**src/rtl/alu_muldiv_seq_if.sv**
```systemverilog
// alu_muldiv_seq_if
// Groups the operation request and result signals of the iterative
// multiply/divide unit so that they travel between the execute stage and
// the unit as one bundle.
//   master : drives start/op/setcc/kill/a/b/y_in, reads the results
//   slave  : the muldiv unit itself
// Request : start, op[1:0], setcc, kill, a, b, y_in
// Result  : ready, busy, done, res, y_out, y_we, trap, N, Z, V, C, cc_we
interface alu_muldiv_seq_if #(
  parameter int WIDTH = 32
);
  logic             start;
  logic [1:0]       op;
  logic             setcc;
  logic             kill;
  logic [WIDTH-1:0] a;
  logic [WIDTH-1:0] b;
  logic [WIDTH-1:0] y_in;
  logic             ready;
  logic             busy;
  logic             done;
  logic [WIDTH-1:0] res;
  logic [WIDTH-1:0] y_out;
  logic             y_we;
  logic             trap;
  logic             N;
  logic             Z;
  logic             V;
  logic             C;
  logic             cc_we;

  modport master (
    output start, op, setcc, kill, a, b, y_in,
    input  ready, busy, done, res, y_out, y_we, trap, N, Z, V, C, cc_we
  );

  modport slave (
    input  start, op, setcc, kill, a, b, y_in,
    output ready, busy, done, res, y_out, y_we, trap, N, Z, V, C, cc_we
  );
endinterface

```
**src/rtl/alu_muldiv_seq.sv**
```systemverilog
// alu_muldiv_seq
// Iterative SPARC V8 multiply/divide unit (UMUL, SMUL, UDIV, SDIV and the
// cc variants). Multiplies are radix-2 shift-add, divides are restoring;
// both take one bit per cycle over a shared 2W accumulator. Signed ops are
// done on magnitudes and the sign is re-applied in the FIX state. Divide by
// zero traps and unsigned quotient overflow saturates without iterating.
// Ports:
//   clk    : clock, rising edge
//   rst_n  : asynchronous active-low reset
//   bus    : alu_muldiv_seq_if.slave (request, results, cc, handshake)
// Build option:
//   ALU_MULDIV_CC_EN : when defined, the N/Z/V/C flags and cc_we are built;
//                      otherwise they are constant 0 and setcc is ignored.
module alu_muldiv_seq #(
  parameter int WIDTH = 32,
  parameter int CNT_W = $clog2(WIDTH + 1)
) (
  input logic               clk,
  input logic               rst_n,
  alu_muldiv_seq_if.slave   bus
);

  localparam logic [WIDTH-1:0] MAXPOS = {1'b0, {(WIDTH-1){1'b1}}};
  localparam logic [WIDTH-1:0] MINNEG = {1'b1, {(WIDTH-1){1'b0}}};

  typedef enum logic [1:0] {IDLE, CALC, FIX, DONE} state_t;

  state_t             state, next_state;
  logic [CNT_W-1:0]   cnt;
  logic [1:0]         op_q;
  logic               trap_q;
  logic               neg_q;
  logic [WIDTH-1:0]   p_hi;
  logic [WIDTH-1:0]   p_lo;
  logic [WIDTH-1:0]   dvs;
  logic [WIDTH-1:0]   res_q;
  logic [WIDTH-1:0]   yout_q;

`ifdef ALU_MULDIV_CC_EN
  logic               setcc_q;
  logic               n_q, z_q, v_q;
  logic               fin_cc;
`else
  logic               setcc_unused;
  assign setcc_unused = bus.setcc;
`endif

  // Capture-time operand conditioning: magnitudes, result sign, fast paths.
  logic                 launch;
  logic [WIDTH-1:0]     a_mag, b_mag, sat;
  logic [2*WIDTH-1:0]   dvd_raw, dvd_mag;
  logic                 sign_in, div_zero, div_ovf;

  assign launch   = (state == IDLE) && bus.start && !bus.kill;
  assign dvd_raw  = {bus.y_in, bus.a};
  assign dvd_mag  = (bus.op == 2'b11 && bus.y_in[WIDTH-1]) ? -dvd_raw : dvd_raw;
  assign a_mag    = (bus.op == 2'b01 && bus.a[WIDTH-1]) ? -bus.a : bus.a;
  assign b_mag    = (bus.op[0] && bus.b[WIDTH-1]) ? -bus.b : bus.b;
  assign sign_in  = bus.op[0] &
                    ((bus.op[1] ? bus.y_in[WIDTH-1] : bus.a[WIDTH-1]) ^ bus.b[WIDTH-1]);
  assign div_zero = bus.op[1] && (bus.b == '0);
  // A high half at or above the divisor means the quotient cannot fit in W bits.
  assign div_ovf  = bus.op[1] && !div_zero && (dvd_mag[2*WIDTH-1:WIDTH] >= b_mag);
  assign sat      = bus.op[0] ? (sign_in ? MINNEG : MAXPOS) : '1;

  // Per-iteration datapath for both algorithms.
  logic [WIDTH:0]       mul_sum, div_shift;
  logic [WIDTH-1:0]     div_diff;
  logic                 div_ge;
  logic [2*WIDTH-1:0]   prod_fix;

  assign mul_sum   = {1'b0, p_hi} + (p_lo[0] ? {1'b0, dvs} : '0);
  assign div_shift = {p_hi, p_lo[WIDTH-1]};
  assign div_ge    = div_shift >= {1'b0, dvs};
  // The kept remainder is always below the divisor, so W bits suffice.
  assign div_diff  = div_shift[WIDTH-1:0] - dvs;
  assign prod_fix  = neg_q ? -{p_hi, p_lo} : {p_hi, p_lo};

  // Result finalisation, either from the fast path or from FIX.
  logic                 fin_wr, fin_v;
  logic [WIDTH-1:0]     fin_res, fin_y;

  always_comb begin
    fin_wr  = 1'b0;
    fin_v   = 1'b0;
    fin_res = res_q;
    fin_y   = yout_q;
`ifdef ALU_MULDIV_CC_EN
    fin_cc  = 1'b0;
`endif
    if (launch && (div_zero || div_ovf)) begin
      // Divide by zero leaves every held output alone.
      fin_wr  = div_ovf;
      fin_res = sat;
      fin_v   = 1'b1;
`ifdef ALU_MULDIV_CC_EN
      fin_cc  = bus.setcc && div_ovf;
`endif
    end else if (state == FIX && !bus.kill) begin
      fin_wr = 1'b1;
`ifdef ALU_MULDIV_CC_EN
      fin_cc = setcc_q;
`endif
      if (!op_q[1]) begin
        fin_res = prod_fix[WIDTH-1:0];
        fin_y   = prod_fix[2*WIDTH-1:WIDTH];
      end else if (op_q[0] && !neg_q && p_lo[WIDTH-1]) begin
        fin_res = MAXPOS;
        fin_v   = 1'b1;
      end else if (op_q[0] && neg_q && p_lo[WIDTH-1] && (p_lo[WIDTH-2:0] != '0)) begin
        fin_res = MINNEG;
        fin_v   = 1'b1;
      end else begin
        fin_res = neg_q ? -p_lo : p_lo;
      end
    end
  end

  // State register.
  always_ff @(posedge clk or negedge rst_n) begin
    if (!rst_n) state <= IDLE;
    else        state <= next_state;
  end

  // Next-state logic; kill always returns to IDLE.
  always_comb begin
    next_state = state;
    if (bus.kill) begin
      next_state = IDLE;
    end else begin
      case (state)
        IDLE: if (bus.start) next_state = (div_zero || div_ovf) ? DONE : CALC;
        CALC: if (cnt == CNT_W'(1)) next_state = FIX;
        FIX:  next_state = DONE;
        DONE: next_state = IDLE;
        default: next_state = IDLE;
      endcase
    end
  end

  // Datapath and held result registers.
  always_ff @(posedge clk or negedge rst_n) begin
    if (!rst_n) begin
      cnt    <= '0;
      op_q   <= '0;
      trap_q <= 1'b0;
      neg_q  <= 1'b0;
      p_hi   <= '0;
      p_lo   <= '0;
      dvs    <= '0;
      res_q  <= '0;
      yout_q <= '0;
`ifdef ALU_MULDIV_CC_EN
      setcc_q <= 1'b0;
      n_q     <= 1'b0;
      z_q     <= 1'b0;
      v_q     <= 1'b0;
`endif
    end else begin
      if (launch) begin
        cnt    <= CNT_W'(WIDTH);
        op_q   <= bus.op;
        trap_q <= div_zero;
        neg_q  <= sign_in;
        p_hi   <= bus.op[1] ? dvd_mag[2*WIDTH-1:WIDTH] : '0;
        p_lo   <= bus.op[1] ? dvd_mag[WIDTH-1:0] : a_mag;
        dvs    <= b_mag;
`ifdef ALU_MULDIV_CC_EN
        setcc_q <= bus.setcc;
`endif
      end else if (state == CALC) begin
        cnt <= cnt - CNT_W'(1);
        if (!op_q[1]) begin
          p_hi <= mul_sum[WIDTH:1];
          p_lo <= {mul_sum[0], p_lo[WIDTH-1:1]};
        end else begin
          p_hi <= div_ge ? div_diff : div_shift[WIDTH-1:0];
          p_lo <= {p_lo[WIDTH-2:0], div_ge};
        end
      end
      if (fin_wr) begin
        res_q  <= fin_res;
        yout_q <= fin_y;
      end
`ifdef ALU_MULDIV_CC_EN
      if (fin_cc) begin
        n_q <= fin_res[WIDTH-1];
        z_q <= (fin_res == '0);
        v_q <= fin_v;
      end
`endif
    end
  end

  // Output decode from registered state.
  always_comb begin
    bus.ready = (state == IDLE);
    bus.busy  = (state != IDLE);
    bus.done  = (state == DONE);
    bus.res   = res_q;
    bus.y_out = yout_q;
    bus.y_we  = (state == DONE) && !op_q[1];
    bus.trap  = (state == DONE) && trap_q;
    bus.C     = 1'b0;
`ifdef ALU_MULDIV_CC_EN
    bus.cc_we = (state == DONE) && setcc_q && !trap_q;
    bus.N     = n_q;
    bus.Z     = z_q;
    bus.V     = v_q;
`else
    bus.cc_we = 1'b0;
    bus.N     = 1'b0;
    bus.Z     = 1'b0;
    bus.V     = 1'b0;
`endif
  end

endmodule
```
**src/flat_wrapper.sv**
```systemverilog
// flat-port wrapper written by rule: the top's interface ports become plain ports
module alu_muldiv_seq_flat 
#(
  parameter int WIDTH = 32,
  parameter int CNT_W = $clog2(WIDTH + 1)
)
  (clk, rst_n, bus_start, bus_op, bus_setcc, bus_kill, bus_a, bus_b, bus_y_in, bus_ready, bus_busy, bus_done, bus_res, bus_y_out, bus_y_we, bus_trap, bus_N, bus_Z, bus_V, bus_C, bus_cc_we);
  alu_muldiv_seq_if #(.WIDTH(WIDTH)) bus_i ();
  input logic clk;
  input logic rst_n;
  input wire logic [$bits(bus_i.start)-1:0] bus_start;
  input wire logic [$bits(bus_i.op)-1:0] bus_op;
  input wire logic [$bits(bus_i.setcc)-1:0] bus_setcc;
  input wire logic [$bits(bus_i.kill)-1:0] bus_kill;
  input wire logic [$bits(bus_i.a)-1:0] bus_a;
  input wire logic [$bits(bus_i.b)-1:0] bus_b;
  input wire logic [$bits(bus_i.y_in)-1:0] bus_y_in;
  output wire logic [$bits(bus_i.ready)-1:0] bus_ready;
  output wire logic [$bits(bus_i.busy)-1:0] bus_busy;
  output wire logic [$bits(bus_i.done)-1:0] bus_done;
  output wire logic [$bits(bus_i.res)-1:0] bus_res;
  output wire logic [$bits(bus_i.y_out)-1:0] bus_y_out;
  output wire logic [$bits(bus_i.y_we)-1:0] bus_y_we;
  output wire logic [$bits(bus_i.trap)-1:0] bus_trap;
  output wire logic [$bits(bus_i.N)-1:0] bus_N;
  output wire logic [$bits(bus_i.Z)-1:0] bus_Z;
  output wire logic [$bits(bus_i.V)-1:0] bus_V;
  output wire logic [$bits(bus_i.C)-1:0] bus_C;
  output wire logic [$bits(bus_i.cc_we)-1:0] bus_cc_we;
  assign bus_i.start = bus_start;
  assign bus_i.op = bus_op;
  assign bus_i.setcc = bus_setcc;
  assign bus_i.kill = bus_kill;
  assign bus_i.a = bus_a;
  assign bus_i.b = bus_b;
  assign bus_i.y_in = bus_y_in;
  assign bus_ready = bus_i.ready;
  assign bus_busy = bus_i.busy;
  assign bus_done = bus_i.done;
  assign bus_res = bus_i.res;
  assign bus_y_out = bus_i.y_out;
  assign bus_y_we = bus_i.y_we;
  assign bus_trap = bus_i.trap;
  assign bus_N = bus_i.N;
  assign bus_Z = bus_i.Z;
  assign bus_V = bus_i.V;
  assign bus_C = bus_i.C;
  assign bus_cc_we = bus_i.cc_we;
  alu_muldiv_seq #(.WIDTH(WIDTH), .CNT_W(CNT_W)) u_core (.clk(clk), .rst_n(rst_n), .bus(bus_i));
endmodule
```
**config.mk**
```make
export PLATFORM = sky130hd
export DESIGN_NAME = alu_muldiv_seq_flat
export DESIGN_NICKNAME = d
export VERILOG_FILES = /design/src/rtl/alu_muldiv_seq_if.sv /design/src/rtl/alu_muldiv_seq.sv /design/src/flat_wrapper.sv
export SDC_FILE = /design/constraint.sdc
export NUM_CORES = 1
export LEC_CHECK = 0
export BUFFER_PORTS_ARGS = -buffer_cell sky130_fd_sc_hd__buf_2
export CAP_MARGIN = 25
export CORE_AREA = 2 2 236 238
export DETAILED_ROUTE_END_ITERATION = 8
export DIE_AREA = 0 0 238 240
export GPL_TIMING_DRIVEN = 0
export PLACE_DENSITY = 0.53
export REMOVE_ABC_BUFFERS = 1
export SLEW_MARGIN = 30
export SYNTH_ARGS = -nofsm -noshare
export SYNTH_HDL_FRONTEND = slang
export SYNTH_SLANG_ARGS = --single-unit
export TNS_END_PERCENT = 50
```
**constraint.sdc**
```tcl
create_clock -name clk -period 6.4 [get_ports clk]
set_clock_uncertainty 0.05 [all_clocks]
set_input_delay 0.96 -clock clk [delete_from_list [all_inputs] [get_ports clk]]
set_output_delay 0.96 -clock clk [all_outputs]
set_load 0.05 [all_outputs]
```
==> flow_metrics.tcl <==
set metrics [dict create \
    holdWs_ns 0.292 \
    worstSetupPathType "in -> reg" \
    ys_types 89 \
    synth_top_area_share_pct 26.5 \
    vias_per_cell 5.58 \
    die_w_um 238 \
    slowest_stage "or4b_2" \
    slew_headroom_pct 33.6 \
    drive_gt1_share_pct 15.8 \
    cp-end-kind "register" \
    hold_buffers 0 \
    root_buffer "clkbuf_16" \
    placed_cell_area_mm2 0.0179 \
    die_area_mm2 0.0571 \
    min_path_type "in -> async" \
    cp.depth 19 \
    status "completed" \
    tightest_slew_ns 0.972 \
    place_congestion 0.917 \
    synth_ff_type "dfrtp_1" \
    period_needed_ns 6.20 \
    ff_latch_area_mm2 0.00431 \
    fmaxAchievable_mhz 161 \
    clock_latency_ns 0.51 \
    period_share_pct 96.9 \
    cts_max_path_buffers 2 \
    initial_core_util_pct 29.7 \
    reg2regPathDepth 12 \
    synthMuxAreaShare_pct 5.14 \
    drtPass1Iterations 6 \
    irDropWorstVdd_mv 0.354 \
    core_mm2 0.0547 \
    drtIter0Drc 1375 \
    finalHoldViolCount 0 \
    nFillCells 5737 \
    yosysTopAreaCell "dfrtp_1" \
    wl_um 60000 \
    critPathLaunchType "input port" \
    stdcell_area_mm2 0.0186 \
    grt_pass1_vias 15000 \
    ys.warnings.count 0 \
    finalSetupViolCount 0 \
    antenna_found_initial 0 \
    portBuffers 170 \
    die_h_um 240 \
    synthCells 2026 \
    worstPathRequired_ns 6.74 \
    synth_seq_cells 172 \
    dp.final_hpwl_um 45500 \
    synthTopCellsByArea "dfrtp_1, ha_1, xnor2_1" \
    route.antenna.remaining_nets 0 \
    synth-edff-count 0 \
    synth_area_mm2 0.0162 \
    numCtsBuffers 17 \
    synthSimpleGateAreaFrac_pct 19.1 \
    multiInputGateArea_mm2 0.0113 \
    drv_slew 0 \
    path_buf_inv 3 \
    yosysSeqAreaShare_pct 26.5 \
    clk_pin_slew_ns 0.07 \
    worst_path_largest_cell_delay_ns 0.65 \
    grt_use_total_pct 21.0 \
    crit_family "simple AND/OR/NAND/NOR gates" \
    synth_fa_ha_area_share_pct 8.34 \
    synthArstFlopShare_pct 100 \
    grt-ovfl-total 0 \
    wl_per_cell_um 21.2 \
    rows 86 \
    rsz0062_at_grt "false" \
    drc 0 \
    worstPathArrival_ns 6.55 \
    p_leak_uw 0.00783 \
    cts.sinks 172 \
    h-tree-depth 4 \
    synth_area_per_cell_um2 8.01 \
    synth_top_family_by_area "compound AO/OA/AOI/OAI gates" \
    pin_count 177 \
    maxCapViolCount 0 \
    vias 15800 \
    cts_tree "yes" \
    path_cells "buf_2 > inv_1 > ha_1 > or4b_2 > nor2_2 > and3_2 > and3_1 > a31oi_1 > xnor2_2 > inv_1 > ha_1 > a21o_1 > a211oi_1 > o21ai_0 > a21boi_2 > o21ai_4 > o21ai_4 > nand3_4 > mux2_2" \
    worstPathMaxFanout 16 \
    grt_max_degree 70 \
    p_per_area_mw_per_mm2 574 \
    area_growth_pct 14.6 \
    synth_compound_area_share_pct 25.4 \
    synthXorXnorAreaFrac_pct 10.6 \
    nNetsFinal 2320 \
    grt_pass1_wl_um 90800 \
]
power breakdown:
| part | internal [uW] | switching, uW |
|---|---|---|
| Sequential | 1600 | 706 |
| Combinational | 2760 | 4440 |
| Clock | 638 | 539 |
stage by stage:
step                setup slack (ns)  total power (uW)  TNS, ns  std cells  utilization, %
floorplan                      0.247              7410        0       1903               -
global placement               -3.22              9270  -182.90       2777            31.9
detailed placement             -1.66              9380  -100.54       2790            32.7
CTS                           0.0930             10600        0       2827            34.0
global route                0.000413             11500        0       2827            34.0
finish                         0.197             10700        0       2828            34.0
placed cells by master, fill, tap and decap left out, types with 35 or more instances in the layout:
| master | instances |
|---|---|
| a21oi_1 | 153 |
| xor2_1 | 62 |
| inv_1 | 68 |
| nand2_1 | 208 |
| mux2_2 | 41 |
| o21ai_0 | 205 |
| o211ai_1 | 45 |
| dfrtp_1 | 170 |
| nor2_1 | 151 |
| mux2i_1 | 35 |
| o31ai_1 | 42 |
| buf_2 | 169 |
| nor3_1 | 40 |
| ha_1 | 104 |
| xnor2_1 | 133 |
logic make-up after synthesis:
group | after synthesis
buf+inv | 197
other cells | 1
compound gates | 653
simple gates | 622
xor+xnor | 196
flops | 172
mux | 78
fa+ha+maj | 107
synthesized netlist by cell type (7+ instances only):
cell / instances
nand2_1: 209
o21ai_0: 206
dfrtp_1: 172
a21oi_1: 153
nor2_1: 153
xnor2_1: 134
ha_1: 105
clkbuf_1: 97
inv_1: 70
xor2_1: 62
o211ai_1: 45
o31ai_1: 42
mux2_2: 41
nor3_1: 41
mux2i_1: 35
nand3_1: 34
a21o_1: 33
a31oi_1: 25
nand2b_1: 23
or3_1: 23
nand4_1: 22
nor2b_1: 21
a211oi_1: 19
and3_1: 17
buf_2: 13
nor4_1: 12
o41ai_1: 12
or4_1: 12
a32oi_1: 11
o21a_1: 11
and2_1: 9
buf_1: 9
o21bai_1: 9
a22oi_1: 8
a31o_2: 8
o31ai_2: 7
or2_2: 7
registers in the layout (all words and copies together) (netlist names):
signal            cells
u_core.bus.res       32
u_core.op_q           2
u_core.state          2
u_core.cnt            6
u_core.neg_q          1
u_core.p_lo          32
u_core.p_hi          32
u_core.trap_q         1
u_core.bus.y_out     32
u_core.dvs           32
repair_timing:
action | in CTS | in global routing
setup buffers | 4 | 0
pin swaps | 2 | 0
resized for setup | 7 | 3
gates cloned | 1 | 0
setup endpoints to repair | 64 | 61
cell type report:
| class | count | share of cell area, % |
|---|---|---|
| Sequential cell | 172 | 23.2 |
| Antenna cell | 1 | 0.0134 |
| Inverter | 70 | 1.41 |
| Clock inverter | 14 | 1.09 |
| Multi-Input combinational cell | 1662 | 60.8 |
| Timing Repair Buffer | 187 | 6.44 |
| Tap cell | 704 | 4.73 |
| Clock buffer | 18 | 2.36 |
per-layer routing:
layer / up-vias / GRT usage [%] / routed length [um]
li1: 7520 / - / -
met4: 0 / 8.28 / 1890
met2: 580 / 32.9 / 26600
met1: 7599 / 28.9 / 28100
met3: 95 / 3.28 / 3490
met5: - / 0 / 0
worst paths after layout:
check,from,end,slack [ns]
min in group clk,u_core.bus.res[12],u_core.bus.res[12],0.42
max in group asynchronous,rst_n,u_core.bus.y_out[29],5.29
worst max-delay path,bus_a[0],u_core.bus.y_out[27],0.20
worst min register to register,u_core.bus.res[12],u_core.bus.res[12],0.42
worst min-delay path,rst_n,u_core.bus.y_out[7],0.29
worst max register to register,u_core.p_lo[0],u_core.p_hi[30],1.70
Note: power is estimated with default switching activity, not from simulation.
